==> config.mk <==
export PLATFORM = sky130hd
export DESIGN_NAME = sprite_blitter_flat
export DESIGN_NICKNAME = d
export VERILOG_FILES = /design/src/rtl/sprite_pkg.sv /design/src/rtl/sprite_blitter_if.sv /design/src/rtl/fb_addr_calc.sv /design/src/rtl/sprite_blitter.sv /design/src/flat_wrapper.sv
export SDC_FILE = /design/constraint.sdc
export NUM_CORES = 1
export LEC_CHECK = 0
export ABC_AREA = 1
export CAP_MARGIN = 20
export CORE_MARGIN = 2
export CORE_UTILIZATION = 25
export CTS_CLUSTER_DIAMETER = 200
export DETAILED_ROUTE_END_ITERATION = 10
export GPL_TIMING_DRIVEN = 0
export SETUP_SLACK_MARGIN = 0.3
export SYNTH_ARGS = -nofsm -noshare
export SYNTH_HDL_FRONTEND = slang
export SYNTH_SLANG_ARGS = --single-unit
==> constraint.sdc <==
create_clock -name Clk -period 3.3 [get_ports Clk]
set_input_delay 0.66 -clock Clk [delete_from_list [all_inputs] [get_ports Clk]]
set_output_delay 0.66 -clock Clk [all_outputs]
set_load 0.005 [all_outputs]
==> src/rtl/sprite_pkg.sv <==
// rtl/sprite_pkg.sv - shared types and constants for the sprite blitter
package sprite_pkg;

    typedef enum logic [2:0] {
        IDLE  = 3'd0,
        FETCH = 3'd1,
        EVAL  = 3'd2,
        WRITE = 3'd3,
        DONE  = 3'd4
    } blit_state_t;

    localparam int SCREEN_W = 640;
    localparam int SCREEN_H = 480;

    localparam logic [7:0] TRANSP_DEFAULT = 8'd7;

    localparam int ROM_AW = 11;
    localparam int FB_AW  = 19;

endpackage

==> src/rtl/sprite_blitter_if.sv <==
// rtl/sprite_blitter_if.sv - draw request, sprite ROM and frame-buffer write signals
//
// master: the blitter (drives busy/done, rom_addr, fb_addr/fb_data/fb_we)
// slave : the environment (game logic request, ROM data, frame-buffer ready)
interface sprite_blitter_if;
    import sprite_pkg::*;

    logic              start;
    logic [9:0]        spr_x;
    logic [8:0]        spr_y;
    logic [ROM_AW-1:0] spr_base;
    logic              busy;
    logic              done;

    logic [ROM_AW-1:0] rom_addr;
    logic [7:0]        rom_data;

    logic [FB_AW-1:0]  fb_addr;
    logic [7:0]        fb_data;
    logic              fb_we;
    logic              fb_ready;

    modport master (
        input  start, spr_x, spr_y, spr_base, rom_data, fb_ready,
        output busy, done, rom_addr, fb_addr, fb_data, fb_we
    );

    modport slave (
        output start, spr_x, spr_y, spr_base, rom_data, fb_ready,
        input  busy, done, rom_addr, fb_addr, fb_data, fb_we
    );

endinterface

==> src/rtl/fb_addr_calc.sv <==
// rtl/fb_addr_calc.sv - screen clip flag and frame-buffer address for the current pixel
//
// Ports:
//   x, y     : latched sprite origin on screen
//   col, row : current pixel within the sprite
//   clipped  : pixel lies at or beyond the right or bottom screen edge
//   fb_addr  : sy*SCREEN_W + sx, meaningful only when clipped is low
module fb_addr_calc
    import sprite_pkg::*;
#(
    parameter int COL_W = 6,
    parameter int ROW_W = 6
) (
    input  logic [9:0]       x,
    input  logic [8:0]       y,
    input  logic [COL_W-1:0] col,
    input  logic [ROW_W-1:0] row,
    output logic             clipped,
    output logic [FB_AW-1:0] fb_addr
);

    // 11 bits so a sprite hanging off the edge never wraps back on screen.
    logic [10:0]      sx;
    logic [10:0]      sy;
    logic [FB_AW-1:0] sy_w;

    assign sx = 11'(x) + 11'(col);
    assign sy = 11'(y) + 11'(row);

    assign clipped = (sx >= 11'(SCREEN_W)) || (sy >= 11'(SCREEN_H));

    // 640 = 512 + 128; the upper bits of sx/sy only matter for the clip test.
    assign sy_w    = FB_AW'(sy[8:0]);
    assign fb_addr = (sy_w << 9) + (sy_w << 7) + FB_AW'(sx[9:0]);

endmodule

==> src/rtl/sprite_blitter.sv <==
// rtl/sprite_blitter.sv - copies opaque sprite ROM pixels into the frame buffer with clipping
//
// Ports:
//   Clk     : rising-edge clock
//   Reset_n : asynchronous active-low reset
//   bus     : sprite_blitter_if.master (draw request, busy/done, ROM read, FB write)
module sprite_blitter
    import sprite_pkg::*;
#(
    parameter int         SPR_W  = 48,
    parameter int         SPR_H  = 40,
    parameter logic [7:0] TRANSP = TRANSP_DEFAULT
) (
    input  logic             Clk,
    input  logic             Reset_n,
    sprite_blitter_if.master bus
);

    localparam int COL_W = (SPR_W > 1) ? $clog2(SPR_W) : 1;
    localparam int ROW_W = (SPR_H > 1) ? $clog2(SPR_H) : 1;

    blit_state_t       state;
    logic [9:0]        x_q;
    logic [8:0]        y_q;
    logic [COL_W-1:0]  col;
    logic [ROW_W-1:0]  row;
    logic [ROM_AW-1:0] rom_addr_q;
    logic [FB_AW-1:0]  fb_addr_q;
    logic [7:0]        fb_data_q;
    logic              fb_we_q;
    logic              busy_q;
    logic              done_q;

    logic              clipped;
    logic [FB_AW-1:0]  calc_addr;
    logic              last_col;
    logic              last_pixel;
    logic              skip;
    logic              advance;

    fb_addr_calc #(
        .COL_W (COL_W),
        .ROW_W (ROW_W)
    ) u_addr_calc (
        .x       (x_q),
        .y       (y_q),
        .col     (col),
        .row     (row),
        .clipped (clipped),
        .fb_addr (calc_addr)
    );

    assign last_col   = (col == COL_W'(SPR_W - 1));
    assign last_pixel = last_col && (row == ROW_W'(SPR_H - 1));
    assign skip       = (bus.rom_data == TRANSP) || clipped;
    assign advance    = ((state == EVAL) && skip) || ((state == WRITE) && bus.fb_ready);

    // Pixels are walked row-major, so base + row*SPR_W + col is simply the
    // previous ROM address plus one; the pointer wraps at ROM_AW bits.
    always_ff @(posedge Clk or negedge Reset_n) begin
        if (!Reset_n) begin
            state      <= IDLE;
            x_q        <= '0;
            y_q        <= '0;
            col        <= '0;
            row        <= '0;
            rom_addr_q <= '0;
            fb_addr_q  <= '0;
            fb_data_q  <= '0;
            fb_we_q    <= 1'b0;
            busy_q     <= 1'b0;
            done_q     <= 1'b0;
        end else begin
            done_q <= 1'b0;

            case (state)
                IDLE: begin
                    if (bus.start) begin
                        x_q        <= bus.spr_x;
                        y_q        <= bus.spr_y;
                        col        <= '0;
                        row        <= '0;
                        rom_addr_q <= bus.spr_base;
                        busy_q     <= 1'b1;
                        state      <= FETCH;
                    end
                end
                FETCH: state <= EVAL;
                EVAL: begin
                    if (!skip) begin
                        fb_addr_q <= calc_addr;
                        fb_data_q <= bus.rom_data;
                        fb_we_q   <= 1'b1;
                        state     <= WRITE;
                    end
                end
                WRITE: begin
                    if (bus.fb_ready) begin
                        fb_we_q <= 1'b0;
                    end
                end
                DONE: begin
                    busy_q <= 1'b0;
                    state  <= IDLE;
                end
                default: state <= IDLE;
            endcase

            // Common pixel-advance step, shared by the skip and write paths.
            if (advance) begin
                if (last_pixel) begin
                    state  <= DONE;
                    done_q <= 1'b1;
                end else begin
                    state      <= FETCH;
                    rom_addr_q <= rom_addr_q + ROM_AW'(1);
                    if (last_col) begin
                        col <= '0;
                        row <= row + ROW_W'(1);
                    end else begin
                        col <= col + COL_W'(1);
                    end
                end
            end
        end
    end

    assign bus.busy     = busy_q;
    assign bus.done     = done_q;
    assign bus.rom_addr = rom_addr_q;
    assign bus.fb_addr  = fb_addr_q;
    assign bus.fb_data  = fb_data_q;
    assign bus.fb_we    = fb_we_q;

endmodule

==> src/flat_wrapper.sv <==
// flat-port wrapper written by rule: the top's interface ports become plain ports
module sprite_blitter_flat import sprite_pkg::*;
#(
    parameter int         SPR_W  = 48,
    parameter int         SPR_H  = 40,
    parameter logic [7:0] TRANSP = TRANSP_DEFAULT
)
  (Clk, Reset_n, bus_start, bus_spr_x, bus_spr_y, bus_spr_base, bus_rom_data, bus_fb_ready, bus_busy, bus_done, bus_rom_addr, bus_fb_addr, bus_fb_data, bus_fb_we);
  sprite_blitter_if bus_i ();
  input  logic Clk;
  input  logic Reset_n;
  input wire logic [$bits(bus_i.start)-1:0] bus_start;
  input wire logic [$bits(bus_i.spr_x)-1:0] bus_spr_x;
  input wire logic [$bits(bus_i.spr_y)-1:0] bus_spr_y;
  input wire logic [$bits(bus_i.spr_base)-1:0] bus_spr_base;
  input wire logic [$bits(bus_i.rom_data)-1:0] bus_rom_data;
  input wire logic [$bits(bus_i.fb_ready)-1:0] bus_fb_ready;
  output wire logic [$bits(bus_i.busy)-1:0] bus_busy;
  output wire logic [$bits(bus_i.done)-1:0] bus_done;
  output wire logic [$bits(bus_i.rom_addr)-1:0] bus_rom_addr;
  output wire logic [$bits(bus_i.fb_addr)-1:0] bus_fb_addr;
  output wire logic [$bits(bus_i.fb_data)-1:0] bus_fb_data;
  output wire logic [$bits(bus_i.fb_we)-1:0] bus_fb_we;
  assign bus_i.start = bus_start;
  assign bus_i.spr_x = bus_spr_x;
  assign bus_i.spr_y = bus_spr_y;
  assign bus_i.spr_base = bus_spr_base;
  assign bus_i.rom_data = bus_rom_data;
  assign bus_i.fb_ready = bus_fb_ready;
  assign bus_busy = bus_i.busy;
  assign bus_done = bus_i.done;
  assign bus_rom_addr = bus_i.rom_addr;
  assign bus_fb_addr = bus_i.fb_addr;
  assign bus_fb_data = bus_i.fb_data;
  assign bus_fb_we = bus_i.fb_we;
  sprite_blitter #(.SPR_W(SPR_W), .SPR_H(SPR_H), .TRANSP(TRANSP)) u_core (.Clk(Clk), .Reset_n(Reset_n), .bus(bus_i));
endmodule
==> impl_metrics.toml, run 1 <==
[global_routing]
grt_overflow_total = 0
grt.total_usage_pct = 12.9
grt_pass1_wl_mm = 22.1
grt_pass1_vias = 4441
grt_max_degree = 51
antenna_found_initial = 1

[power_and_ir_drop]
vdd_drop_max_mv = 0.444
leakage_uw = 0.00323
switching_share_pct = 44.8
p_switching_uw = 3600
p_int_uw = 4430
combinationalPowerShare_pct = 65.1
powerDensity_nw_per_um2 = 1150
power_frac_seq_pct = 21.6
power_frac_clock_pct = 13.4

[clock_tree]
insertion_delay_ns = 0.34
htreeDepth = 3
hold_buffers = 0
clockRootBuffer = "clkbuf_16"
cts_sinks = 75
clk_pin_slew_worst_paths_ns = 0.07
cts_tree = "yes"
cts_buffers = 9
clockBufferDepth = 2

[placement]
place_congestion = 0.808
placed_cells = 1000
dp.final_hpwl_mm = 9.84
place.port_buffers = 82

[layout]
final_nets = 837
drive_gt1_share_pct = 20.0
fin_util_pct = 35.0
areaGrowthSynthToFinish_pct = 38.2
final.fill_count = 2126
multiInputGateArea_sq_um = 3110
seq_area_sq_um = 1890
fin_cells = 1035

[die]
start_util_pct = 25.3
rows = 52
fp.dieW_um = 146
die_h_um = 146
core-area_sq_um = 20000
die_area_sq_um = 21400
io_pins = 83

[detailed_routing]
wl_per_cell_um = 13.0
drc = 0
drt_iter0_markers = 229
num_vias = 4532
wirelength_mm = 13.5
vias_per_cell = 4.38
drtAntennaViolNets = 0
drt-pass1-iter-count = 5

[sta]
fin_setup_tns_ns = 0
drv_slew = 0
rsz0062_at_grt = "yes"
fmax_ghz = 0.314
period_share_pct = 96.4
clock-skew-final_ns = 0.00964
tightest_slew_ns = 0.518
period_needed_ns = 3.18
maxSlewHeadroom_pct = 65.4
final_hold_viol_count = 0
setup_violations = 0
hold_ws_ns = 0.231

[yosys]
synth_nets = 725
synth_seq_cells = 75
yosysMostFrequentCell = "nand2_1"
synthCells = 647
synth_top_area_share_pct = 37.0
synth_edf_count = 0
yosys-top-cells-area = "dfrtp_1 37%, nand2_1 17%, ha_1 7.9%"
synth_top_area_cell = "dfrtp_1"
ys.warnings.count = 0
synthTopCellsByCount = "226 x nand2_1, 75 x dfrtp_1, 59 x inv_1, 33 x o21ai_0"
syn_area_sq_um = 5070
synth_cell_types = 41
seq_area_frac_synth_pct = 37.0
synthArstFlopShare_pct = 100
avgSynthCellArea_sq_um = 7.84
synth_ff_type = "dfrtp_1"

[critical_path]
slowest_delay_ns = 0.42
worst_path_max_delay_cell = "dfrtp_2"
required_ns = 3.58
crit_fanout = 3
cp_cell_sequence = "ha_4 > inv_2 > fa_2 > o21ai_2 > nand3_2 > nand2_2 > nand2_2 > nand2_2 > inv_2 > ha_4 > ha_4 > inv_2 > fa_2 > o21ai_4 > nand4_1 > o211ai_1 > nand2_1 > nand2_1 > nand3_1 > nand2_1"
path_class = "register to register"
cp.arrival_ns = 3.46
cp-end-kind = "register"
r2r-start = "u_core.col[0]"
worstReg2RegEnd = "u_core.bus.fb_addr[18]"
ff2ff_setup_slack_ns = 0.12
rr_worst_depth = 20
start_kind = "register"

[min_path]
worst_hold_path_type = "input port to async pin"

[run_status]
status = "completed"

[job]
drv_cap = 0
## cell families after synthesis
group	count (synthesis)	synth area share, %
flops	75	37.0
fa+ha+maj	36	9.47
simple gates	335	28.9
xor+xnor	28	4.84
compound gates	87	11.2
mux	7	1.38
buf+inv	79	7.23
## cell type report
type | instances | share of cell area (%)
antenna | 1 | 0.0357
buffer | 18 | 1.93
clock buffer | 10 | 3.27
clock inverter | 6 | 1.29
inverter | 61 | 3.30
multi-input combinational | 493 | 44.3
sequential | 75 | 26.9
tap | 270 | 4.82
timing repair buffer | 101 | 14.1
## worst max path at each step
stage,startpoint,end,slack (ns),depth (start not counted)
after floorplan,u_core.col[0],u_core.bus.fb_addr[14],0.34,19
after global placement,Reset_n,u_core.bus.fb_addr[16],-1.30,1
after detailed placement,u_core.col[0],u_core.bus.fb_addr[18],-0.06,20
after CTS,u_core.col[0],u_core.bus.fb_addr[18],0.19,20
after global routing,u_core.col[0],u_core.bus.fb_addr[18],-0.05,20
final,u_core.col[0],u_core.bus.fb_addr[18],0.12,20
## timing repair
action | in CTS | in global routing
resized for setup | 33 | 16
setup buffers | 13 | 5
pin swaps | 19 | 18
gates cloned | 0 | 0
endpoints found under the setup margin | 7 | 8
## stage by stage
step           instance area, sq um  power (uW)  setup slack [ns]
4_1_cts                        6900        7690             0.190
2_1_floorplan                  5110        4770             0.345
5_1_grt                        7000        8730           -0.0528
3_5_place_dp                   6300        6040           -0.0636
3_3_place_gp                   6270        5990             -1.30
6_report                       7010        8030             0.120
## worst max-delay path, delay by kind of cell, from the launching register on
| kind | cells | cell delay [ns] |
|---|---|---|
| buffers and inverters | 3 | 0.13 |
| AOI/OAI and AO/OA | 3 | 0.52 |
| adders and majority gates | 5 | 1.27 |
| and+or+nand+nor | 9 | 0.78 |
| DFF | 1 | 0.42 |
## metal layers
layer  wire length (um)  track usage, %
met4                136            2.77
met1               6230            16.5
met5                  0               0
met2               6310            21.8
met3                807            3.41
## power groups by stage
| stage | combinational [uW] | clock (uW) | sequential [uW] |
|---|---|---|---|
| detailed placement | 4320 | 0 | 1720 |
| finish | 5220 | 1070 | 1730 |
| floorplan | 3110 | 0 | 1660 |
| global placement | 4280 | 0 | 1720 |
| global route | 5790 | 1150 | 1790 |
| CTS | 4860 | 1100 | 1730 |
## placed cells by master (no fill, tap or decap), types with 5 or more instances in the layout
cell type and count:
nand2_2 20, o21ai_0 31, nor2_1 32, a21oi_2 5, dfrtp_1 67, buf_6 10, inv_1 56, o21ai_2 31
a21oi_1 8, ha_4 12, nor3_1 6, clkbuf_1 7, nand3_1 26, dfrtp_2 8, clkdlybuf4s50_1 81, xnor2_1 5
nand2_1 224, clkbuf_16 9, buf_4 18, xor2_1 18, nand4_1 7, mux2i_1 7, ha_1 18
## sequential cells by signal (all words and copies together) (netlist names)
signal	cells
u_core.bus.fb_data	8
u_core.bus.fb_addr	19
u_core.bus.fb_we	1
u_core.x_q	10
u_core.bus.busy	1
u_core.bus.done	1
u_core.bus.rom_addr	11
u_core.y_q	9
u_core.col	6
u_core.state	3
u_core.row	6
Power figures use the tool's default switching activity.
==> run 2, diff against run 1 <==
--- a/config.mk
+++ b/config.mk
@@ -7,7 +7,7 @@
 export LEC_CHECK = 0
 export ABC_AREA = 1
 export CAP_MARGIN = 20
-export CORE_MARGIN = 2
+export CORE_MARGIN = 5
 export CORE_UTILIZATION = 25
 export CTS_CLUSTER_DIAMETER = 200
 export DETAILED_ROUTE_END_ITERATION = 10
==> run 2 against run 1 <==
Sequential power about the same. Clock skew about the same. Largest cell class unchanged. Critical path type unchanged. Fmax increased by 4.4%. Sequential share of layout area increased by 0.11 points. Critical endpoint is now u_core.bus.fb_addr[16]. Sequential cell count unchanged. Cell count decreased by 0.39%. Core utilization decreased by 0.30 points.
==> impl_metrics.toml, run 2 (same netlist as run 1, synthesis figures left out) <==
[sta]
fmax_ghz = 0.328
hold_ws_ns = 0.219
maxSlewHeadroom_pct = 62.3
fin_setup_tns_ns = 0
setup_violations = 0
period_needed_ns = 3.04
tightest_slew_ns = 0.566
clock-skew-final_ns = 0.00978
period_share_pct = 92.3
rsz0062_at_grt = "yes"
final_hold_viol_count = 0
drv_slew = 0

[power_and_ir_drop]
combinationalPowerShare_pct = 63.2
p_int_uw = 4380
power_frac_seq_pct = 22.1
vdd_drop_max_mv = 0.450
switching_share_pct = 43.9
leakage_uw = 0.00322
powerDensity_nw_per_um2 = 1120
power_frac_clock_pct = 14.7
p_switching_uw = 3430

[placement]
dp.final_hpwl_mm = 10.1
place.port_buffers = 82
place_congestion = 0.839

[critical_path]
crit_fanout = 5
rr_worst_depth = 17
worst_path_max_delay_cell = "dfrtp_1"
ff2ff_setup_slack_ns = 0.26
cp.arrival_ns = 3.28
r2r-start = "u_core.row[0]"
slowest_delay_ns = 0.42
critPathBufInv = 1
cpMostUsedCell = "nand2_1"
required_ns = 3.53
startpoint = "u_core.row[0]"
worstReg2RegEnd = "u_core.bus.fb_addr[16]"
cp_top_family = "adder cells"
start_kind = "register"
cp_cell_sequence = "ha_2 > fa_2 > nand3_1 > nand3_1 > nand2_1 > nand2_1 > nand2_1 > nand2_2 > ha_1 > ha_4 > nand2_1 > inv_1 > nand4_1 > o211ai_1 > or2_2 > nand3_1 > nand2_1"
cp-end-kind = "register"
path_class = "register to register"

[global_routing]
grt_max_degree = 53
grt_pass1_vias = 4448
antenna_found_initial = 0
grt.total_usage_pct = 11.8
grt_overflow_total = 0
grt_pass1_wl_mm = 22.4

[die]
die_h_um = 152
core-area_sq_um = 20100
start_util_pct = 25.2
io_pins = 83
fp.dieW_um = 152
die_area_sq_um = 23200
rows = 52

[detailed_routing]
wl_per_cell_um = 13.1
drt_iter0_markers = 170
drtAntennaViolNets = 0
wirelength_mm = 13.5
drc = 0
num_vias = 4425
drt-pass1-iter-count = 5
vias_per_cell = 4.29

[layout]
antennaDiodeCount = 0
fin_util_pct = 34.7
seq_area_sq_um = 1880
multiInputGateArea_sq_um = 3080
final_common_cell = "nand2_1"
final_cell_mix = "223 x nand2_1, 81 x clkdlybuf4s50_1, 69 x dfrtp_1"
drive_gt1_share_pct = 18.8
largest_reg_flops = 19
areaGrowthSynthToFinish_pct = 37.4
final.fill_count = 2104
final_nets = 835

[clock_tree]
clockBufferDepth = 2
clockRootBuffer = "clkbuf_16"
cts_sinks = 75
htreeDepth = 3
cts_tree = "yes"
clk_pin_slew_worst_paths_ns = 0.07
cts_buffers = 9
insertion_delay_ns = 0.34
hold_buffers = 0

[min_path]
worst_hold_path_type = "input port to async pin"

[run_status]
status = "completed"

[job]
drv_cap = 0
==> run 2: worst max path at each step <==
stage,cells past startpoint,endpoint
2_1_floorplan,19,u_core.bus.fb_addr[14]
3_3_place_gp,1,u_core.bus.fb_addr[17]
3_5_place_dp,20,u_core.bus.fb_addr[18]
4_1_cts,20,u_core.bus.fb_addr[18]
5_1_grt,20,u_core.bus.fb_addr[18]
6_report,17,u_core.bus.fb_addr[16]
==> run 2: layout make-up <==
type	count	area share (%)
Tap cell	270	4.85
Multi-Input combinational cell	493	44.1
Buffer	18	1.94
Timing Repair Buffer	99	13.9
Clock buffer	9	3.23
Sequential cell	75	27.0
Clock inverter	6	1.63
Inverter	61	3.32
==> run 2: metrics by stage <==
step	power [uW]	setup WS, ns	instances	instance area [sq um]
CTS	7670	0.191	1028	6890
global placement	6000	-1.27	999	6270
global route	8570	0.0268	1031	6970
detailed placement	6050	-0.0520	1000	6300
finish	7810	0.255	1031	6970
floorplan	4770	0.345	647	5110
==> run 2: routing by layer <==
layer	global-route usage [%]	vias up	wire [um]
met5	0	-	0
met4	2.80	0	66
met3	2.95	4	670
met2	19.5	91	6350
met1	15.5	2034	6440
li1	-	2296	-
==> run 2: power groups by stage <==
stage / clock network, uW / logic, uW / registers, uW
floorplan: 0 / 3110 / 1660
global route: 1210 / 5560 / 1790
CTS: 1170 / 4770 / 1720
finish: 1150 / 4940 / 1730
global placement: 0 / 4280 / 1720
detailed placement: 0 / 4330 / 1720
==> run 2: what timing repair did <==
item | in CTS | in global routing
pin swaps | 16 | 15
setup buffers | 13 | 3
endpoints found under the setup margin | 8 | 8
resized for setup | 26 | 11
==> run 2: worst register-to-register path: stages, from the launching register on <==
cell,delay [ns]
dfrtp_1,0.42
ha_2,0.22
fa_2,0.37
nand3_1,0.09
nand3_1,0.14
nand2_1,0.12
nand2_1,0.06
nand2_1,0.06
nand2_2,0.10
ha_1,0.36
ha_4,0.28
nand2_1,0.09
inv_1,0.04
nand4_1,0.07
o211ai_1,0.12
or2_2,0.29
nand3_1,0.08
nand2_1,0.05
==> run 3, diff against run 2 <==
--- a/config.mk
+++ b/config.mk
@@ -8,10 +8,11 @@
 export ABC_AREA = 1
 export CAP_MARGIN = 20
 export CORE_MARGIN = 5
-export CORE_UTILIZATION = 25
+export CORE_UTILIZATION = 49
 export CTS_CLUSTER_DIAMETER = 200
 export DETAILED_ROUTE_END_ITERATION = 10
 export GPL_TIMING_DRIVEN = 0
+export PLACE_DENSITY = 0.75
 export SETUP_SLACK_MARGIN = 0.3
 export SYNTH_ARGS = -nofsm -noshare
 export SYNTH_HDL_FRONTEND = slang
==> run 3 against run 2 <==
Critical endpoint is now u_core.bus.fb_addr[15]. Critical path type unchanged. Sequential share of layout area is 0.34 points higher. Global-route usage is 9.5 points higher. Clock power is 29% lower. Count of clock-buffer cells in the layout stayed put. Sequential power hardly changed.
==> impl_metrics.toml, run 3 (same netlist as run 1, synthesis figures left out) <==
[run_status]
status = "completed"

[job]
drv_cap = 0

[detailed_routing]
vias_per_cell = 5.25
drc = 0
drt_iter0_markers = 235
num_vias = 4770
wl_per_cell_um = 15.2
drtAntennaViolNets = 0
drt-pass1-iter-count = 5
wirelength_mm = 13.8

[power_and_ir_drop]
power_frac_clock_pct = 10.0
p_switching_uw = 3780
vdd_drop_max_mv = 0.587
power_frac_seq_pct = 21.2
powerDensity_nw_per_um2 = 1180
p_int_uw = 4360
switching_share_pct = 46.5
combinationalPowerShare_pct = 68.8
leakage_uw = 0.00323

[critical_path]
cp_cell_sequence = "ha_4 > nand3_4 > nand2_2 > nand2_2 > nand2_2 > nand2_1 > nand2_1 > nand2_2 > fa_1 > ha_1 > inv_1 > o31ai_2 > a211oi_2 > xnor2_1 > nand2_1 > nand2_1"
critPathBufInv = 1
cp-end-kind = "register"
ff2ff_setup_slack_ns = 0.12
worstReg2RegEnd = "u_core.bus.fb_addr[15]"
path_class = "register to register"
worst_path_max_delay_cell = "ha_1"
start_kind = "register"
cp.arrival_ns = 3.44
crit_fanout = 4
slowest_delay_ns = 0.46
r2r-start = "u_core.x_q[2]"
rr_worst_depth = 16
cp_top_family = "adder cells"
required_ns = 3.56

[clock_tree]
clockRootBuffer = "clkbuf_8"
cts_tree = "yes"
insertion_delay_ns = 0.36
cts_buffers = 9
clockBufferDepth = 2
htreeDepth = 3
clk_pin_slew_worst_paths_ns = 0.09
cts_sinks = 75
hold_buffers = 0

[sta]
tightest_slew_ns = 0.537
hold_ws_ns = 0.239
clock-skew-final_ns = 0.00978
maxSlewHeadroom_pct = 64.2
rsz0062_at_grt = "yes"
fmax_ghz = 0.314
final_hold_viol_count = 0
drv_slew = 0
setup_violations = 0
period_needed_ns = 3.18
period_share_pct = 96.5

[global_routing]
grt_pass1_vias = 4748
grt_overflow_total = 0
grt.total_usage_pct = 21.2
grt_pass1_wl_mm = 22.1
grt_max_degree = 41
antenna_found_initial = 0

[layout]
areaGrowthSynthToFinish_pct = 35.8
final_nets = 846
final_common_cell = "nand2_1"
final_cell_mix = "220 x nand2_1, 81 x clkdlybuf4s50_1, 68 x dfrtp_1"
fin_area_sq_um = 6890
largest_reg_flops = 19
drive_gt1_share_pct = 22.4
final.fill_count = 819
antennaDiodeCount = 0

[min_path]
worst_hold_path_type = "input port to async pin"

[placement]
placed_area_sq_um = 6120
place.port_buffers = 82
dp.final_hpwl_mm = 9.65
place_congestion = 0.908

[die]
io_pins = 83
die_area_sq_um = 12500
fp.dieW_um = 112
die_h_um = 112
rows = 37
start_util_pct = 49.6
core-area_sq_um = 10200
==> run 3: cell types whose count changed in the layout (fill, tap and decap cells not counted), moves of 2 or more <==
cell / previous run / this run
xor2_1: 20 / 18
buf_4: 18 / 29
clkbuf_16: 9 / 0
ha_1: 17 / 13
ha_4: 13 / 17
clkinv_4: 0 / 2
nand2_2: 21 / 24
clkbuf_8: 0 / 9
xor2_2: 1 / 3
nand2_1: 223 / 220
==> run 3: area by class of cell <==
class / instances / area (sq um) / area share, %
flip-flops and latches: 75 / 1890 / 27.4
plain buffers: 18 / 135 / 1.96
repair buffers: 110 / 1040 / 15.1
well taps: 136 / 170 / 2.47
clock inverters: 7 / 101 / 1.47
multi-input cells: 493 / 3200 / 46.4
clock buffers: 9 / 124 / 1.80
inverters: 61 / 231 / 3.36
==> run 3: worst max path at each step <==
stage / from / endpoint / cells past startpoint / slack [ns]
6_report: u_core.x_q[2] / u_core.bus.fb_addr[15] / 16 / 0.12
5_1_grt: u_core.x_q[0] / u_core.bus.fb_addr[18] / 20 / -0.02
4_1_cts: u_core.x_q[0] / u_core.bus.fb_addr[18] / 20 / 0.19
3_5_place_dp: u_core.col[0] / u_core.bus.fb_addr[16] / 19 / -0.02
3_3_place_gp: Reset_n / u_core.bus.rom_addr[5] / 1 / -1.08
2_1_floorplan: u_core.col[0] / u_core.bus.fb_addr[14] / 19 / 0.34
==> run 3: per-layer routing <==
| layer | vias to the layer above | share of wire, % | routed length [um] | GRT usage, % |
|---|---|---|---|---|
| met1 | 2247 | 41 | 5730 | 26.0 |
| met2 | 159 | 51 | 7050 | 38.4 |
| met3 | 41 | 4.9 | 677 | 2.83 |
| li1 | 2323 | - | - | - |
| met5 | - | 0 | 0 | 0 |
| met4 | 0 | 2.8 | 387 | 7.14 |
==> run 3: repair_timing <==
action / 4_1_cts / 5_1_grt
resized for setup: 33 / 28
setup buffers: 14 / 13
pin swaps: 17 / 31
endpoints found under the hold margin: 0 / 0
endpoints found under the setup margin: 8 / 9
==> run 3: through the flow <==
stage	worst slack, ns	utilization [%]	power [uW]	setup TNS (ns)	instances
2_1_floorplan	0.345	-	4770	0	647
3_3_place_gp	-1.08	59.7	5880	-80.62	865
3_5_place_dp	-0.0225	59.8	6050	-0.0561	866
4_1_cts	0.193	64.9	7420	0	896
5_1_grt	-0.0150	67.3	8790	-0.0283	909
6_report	0.116	67.3	8140	0	909
==> run 3: power by group through the flow <==
stage               logic, uW  clock network [uW]  registers, uW
floorplan                3110                   0           1660
global placement         4190                   0           1700
detailed placement       4330                   0           1710
CTS                      4880                 821           1720
global route             6140                 869           1780
finish                   5600                 811           1730
